## src/rtl/piano_pkg.sv

```systemverilog
// Shared definitions for the piano key front end and the tone generator.
package piano_pkg;

    localparam int NUM_KEYS = 4;
    localparam int NOTE_W   = 2;

    typedef logic [NOTE_W-1:0] note_idx_t;

    // Fixed priority: the highest-numbered pressed key wins.
    function automatic note_idx_t prio_encode(input logic [NUM_KEYS-1:0] k);
        note_idx_t idx;
        idx = '0;
        for (int i = 0; i < NUM_KEYS; i++) begin
            if (k[i]) begin
                idx = note_idx_t'(i);
            end
        end
        return idx;
    endfunction

endpackage

```

## src/rtl/key_debounce.sv

```systemverilog
// One key: 2-flop synchronizer, disagreement counter and debounced level.
module key_debounce #(
    parameter int DEBOUNCE_CYCLES = 25000
) (
    input  logic clk,
    input  logic rst_n,
    input  logic key,
    output logic key_db
);

    localparam int CW = $clog2(DEBOUNCE_CYCLES + 1);
    localparam logic [CW-1:0] LAST = CW'(DEBOUNCE_CYCLES - 1);

    logic          sync1;
    logic          sync2;
    logic [CW-1:0] count;

    // Bring the asynchronous key level into the clk domain.
    always_ff @(posedge clk or negedge rst_n) begin
        if (!rst_n) begin
            sync1 <= 1'b0;
            sync2 <= 1'b0;
        end else begin
            sync1 <= key;
            sync2 <= sync1;
        end
    end

    // Accept a new level only after an unbroken run of disagreeing cycles; any agreement restarts the run.
    always_ff @(posedge clk or negedge rst_n) begin
        if (!rst_n) begin
            count  <= '0;
            key_db <= 1'b0;
        end else if (sync2 == key_db) begin
            count <= '0;
        end else if (count == LAST) begin
            key_db <= sync2;
            count  <= '0;
        end else begin
            count <= count + CW'(1);
        end
    end

endmodule

```

## src/rtl/key_debounce_encoder.sv

```systemverilog
// Debounces the piano keys and reports the highest-priority pressed note.
module key_debounce_encoder
    import piano_pkg::*;
#(
    parameter int DEBOUNCE_CYCLES = 25000
) (
    input  logic                clk,
    input  logic                rst_n,
    input  logic [NUM_KEYS-1:0] keys,
    output logic                note_valid,
    output note_idx_t           note_idx,
    output logic                note_change,
    output logic [NUM_KEYS-1:0] keys_db
);

    logic      valid_next;
    note_idx_t idx_next;

    for (genvar i = 0; i < NUM_KEYS; i++) begin : g_key
        key_debounce #(
            .DEBOUNCE_CYCLES(DEBOUNCE_CYCLES)
        ) u_key_debounce (
            .clk    (clk),
            .rst_n  (rst_n),
            .key    (keys[i]),
            .key_db (keys_db[i])
        );
    end

    // Encode the debounced levels; the index is forced to 0 when nothing is pressed.
    always_comb begin
        valid_next = |keys_db;
        idx_next   = prio_encode(keys_db);
    end

    // Register the note and strobe note_change only when the registered pair actually moves.
    always_ff @(posedge clk or negedge rst_n) begin
        if (!rst_n) begin
            note_valid  <= 1'b0;
            note_idx    <= '0;
            note_change <= 1'b0;
        end else begin
            note_valid  <= valid_next;
            note_idx    <= idx_next;
            note_change <= ({valid_next, idx_next} != {note_valid, note_idx});
        end
    end

endmodule

```

## config.mk

```make
export PLATFORM = sky130hd
export DESIGN_NAME = key_debounce_encoder
export DESIGN_NICKNAME = d
export VERILOG_FILES = /design/src/rtl/piano_pkg.sv /design/src/rtl/key_debounce.sv /design/src/rtl/key_debounce_encoder.sv
export SDC_FILE = /design/constraint.sdc
export NUM_CORES = 1
export LEC_CHECK = 0
export CAP_MARGIN = 20
export CELL_PAD_IN_SITES_DETAIL_PLACEMENT = 1
export CELL_PAD_IN_SITES_GLOBAL_PLACEMENT = 1
export CORE_MARGIN = 2
export CORE_UTILIZATION = 25
export CTS_CLUSTER_DIAMETER = 150
export DETAILED_ROUTE_END_ITERATION = 10
export HOLD_SLACK_MARGIN = 0.02
export PLACE_DENSITY = 0.5
export RECOVER_POWER = 50
export SYNTH_ARGS = -nofsm -noshare
export SYNTH_HDL_FRONTEND = slang
export SYNTH_HIERARCHICAL = 1
export SYNTH_SLANG_ARGS = --single-unit
```

## constraint.sdc

```tcl
create_clock -name clk -period 2.3 [get_ports clk]
set_clock_uncertainty 0.15 [all_clocks]
set_input_delay 0.23 -clock clk [delete_from_list [all_inputs] [get_ports clk]]
set_output_delay 0.23 -clock clk [all_outputs]
set_load 0.1 [all_outputs]
```

==> results.cfg <==
[run_status]
status = complete, no violations

[routing]
ant_nets = 0
wl_um = 7860
num_vias = 2506
dr.pass1.iters = 4
drc = 0
post_drt_wl_per_cell_um = 13.9
viasPerCell = 4.44
initialDrtViolationCount = 75

[hold_path]
min_delay_path_depth = 0
min_to = g_key[3].u_key_debounce/sync2$_DFF_PN0_
hp-class = reg2reg
hold_start = g_key[3].u_key_debounce/sync1$_DFF_PN0_

[setup_path]
critPathLaunch = g_key[0].u_key_debounce/count[10]$_DFF_PN0_
r2r-start = g_key[0].u_key_debounce/count[10]$_DFF_PN0_
start_kind = flip-flop
cp-end-kind = flip-flop
cp_max_fo = 15
slowest_stage = or4b_1
worstPathArrival_ns = 2.11
crit_chain = or4b_1 > nor4_2 > or2_1 > buf_4 > nor2_1
max_stage_delay_ns = 0.59
r2r_end = g_key[0].u_key_debounce/count[3]$_DFF_PN0_
reg2reg_depth = 5
critPathKind = reg2reg
regToRegSetupSlack_ns = 0.26
cp.required_ns = 2.38

[sta]
setup_viol = 0
setup_ws_ns = 0.262
post-route-period-util_pct = 88.6
rsz0062_at_grt = no
fmax_ghz = 0.491
hold_slack_ns = 0.198
tightest_slew_ns = 1.44
fin_tns_setup_ns = 0
finalMaxSlewViolations = 0
hold_violations = 0
period_minus_slack_ns = 2.04
max_slew_margin_pct = 4.08

[synth]
synth_warnings = 6
syn_area_sq_um = 3610
avgSynthCellArea_sq_um = 10.3
synthCells = 351
ys_types = 27
yosysSeqAreaShare_pct = 52.7
ys_ff_latch = 76
syn-num-nets = 361

[global_route]
grt_max_degree = 57
groute.usage.overall_pct = 11.6
grt_pass1_vias = 2647
antenna_found_initial = 0
grt_overflow = 0
grt_pass1_wl_um = 13500

[placement]
gp_congestion = 0.787
post-place-ws_ns = 0.279
port_buffers = 13
dp_hpwl_um = 5370

[final_layout]
final_nets = 389
layout-drive-gt1-share_pct = 12.8
antennaDiodeCount = 0
fin_util_pct = 30.7
area_delta_synth_final_pct = 19.1

[clock_tree]
path_clk_slew_ns = 0.06
cts_max_level = 3
clockBufferDepth = 2
cts.sinks = 76
cts_buffers = 9
ctsHoldBuffers = 1
cts_tree = built
clk_latency_ns = 0.34
cts-root-buf = clkbuf_16
cts_setup_buffers = 0
post_cts_resized = 0

[pwr]
power_density_nw_per_um2 = 753
total_power_mw = 3.24
power_leakage_nw = 1.69
ir_drop_mv = 0.330

[die]
fp-row-count = 43
die_h_um = 124
die_x_um = 124
die-area_sq_um = 15400
ios = 14
initial_core_util_pct = 25.8
core_area_sq_um = 14000

[job]
maxCapViolations = 0
-- cell type report --
class / count / area [sq um]
repair buffers: 29 / 216
clock inverters: 4 / 120
fillers: 1592 / 9690
clock buffers: 12 / 246
flip-flops and latches: 76 / 1900
multi-input cells: 251 / 1540
well taps: 180 / 225
inverters: 12 / 45.0
-- synth_stat cells, drive strengths merged --
library cell,number,area share (%)
nor3,17,2.4
nand2,20,2.1
a211oi,1,0.35
o22ai,1,0.17
nor2,76,7.9
or3,2,0.35
ha,4,1.4
clkbuf,4,0.42
nand4,16,2.8
and3,1,0.21
o21ai,1,0.14
nand3,20,2.8
nor4,12,2.8
xnor2,48,12
or2,6,1.0
buf,8,2.9
o21a,1,0.21
dfrtp,76,53
inv,12,1.2
or4b,8,2.2
nand4b,4,0.97
xor2,8,1.9
and2b,1,0.21
mux2,4,1.2
-- per-layer routing --
| metal | part of all wire, % | vias to the layer above | GRT usage (%) |
|---|---|---|---|
| met3 | 2.5 | 13 | 2.47 |
| met4 | 2.6 | 0 | 6.95 |
| met2 | 46 | 23 | 17.6 |
| met1 | 49 | 1237 | 15.3 |
| li1 | - | 1233 | - |
| met5 | 0 | - | 0 |
-- state kept, by name, summed over array words and instances, names as in the netlist --
signal and flops:
g_key.u_key_debounce/count 60, note_idx 2, g_key.u_key_debounce/sync1 4, note_valid 1, g_key.u_key_debounce/key_db 4, note_change 1
g_key.u_key_debounce/sync2 4
-- where the power goes --
part	internal [mW]	leakage, nW	switching (mW)
Clock	1.20	0.177	0.547
Sequential	1.36	1.03	0.0249
Combinational	0.0376	0.483	0.0650
Total	2.60	1.69	0.637
-- layout by cell type, fill, tap and decap left out --
cell,n
or2_1,4
bufinv_16,4
or2_2,2
and2b_1,1
inv_1,12
nor4_2,4
and3_2,1
or3_1,2
o22ai_1,1
ha_1,4
clkbuf_16,9
nand3_1,20
xor2_1,8
nor4_1,8
dlygate4sd3_1,5
nor3_1,17
clkbuf_1,3
or4b_1,8
nand4_1,16
mux2_2,4
dfrtp_1,76
buf_4,19
nand4b_1,4
clkbuf_2,4
a211oi_2,1
o21a_1,1
nand2_1,20
xnor2_1,48
o21ai_0,1
nor2_1,76
clkbuf_8,1
-- through the flow --
stage / std cells / area, sq um
6_report: 564 / 4300
5_1_grt: 564 / 4300
4_1_cts: 564 / 4310
3_5_place_dp: 547 / 3940
3_3_place_gp: 547 / 3940
2_1_floorplan: 351 / 3610
-- cells by family (layout without fill, tap and decap cells) --
| kind of cell | Yosys count | after routing | share of synthesized area (%) |
|---|---|---|---|
| simple gates | 183 | 183 | 25.6 |
| flops | 76 | 76 | 52.7 |
| fa+ha+maj | 4 | 4 | 1.39 |
| compound gates | 4 | 4 | 0.867 |
| mux | 4 | 4 | 1.25 |
| buf+inv | 24 | 57 | 4.58 |
| xor+xnor | 56 | 56 | 13.6 |
-- how the worst max path moves through the flow --
stage                                                             end  depth (start not counted)
after floorplan           g_key[3].u_key_debounce/count[13]$_DFF_PN0_                          5
after global placement    g_key[2].u_key_debounce/count[13]$_DFF_PN0_                          5
after detailed placement   g_key[0].u_key_debounce/count[5]$_DFF_PN0_                          5
after CTS                  g_key[0].u_key_debounce/count[3]$_DFF_PN0_                          5
after global routing       g_key[0].u_key_debounce/count[7]$_DFF_PN0_                          5
final                      g_key[0].u_key_debounce/count[3]$_DFF_PN0_                          5
-- critical path, delay by kind of cell, from the launching register on --
kind	cells	cell delay [ns]
flops	1	0.42
simple gates	4	1.15
buf+inv	1	0.20
(Power assumes the default switching activity.)
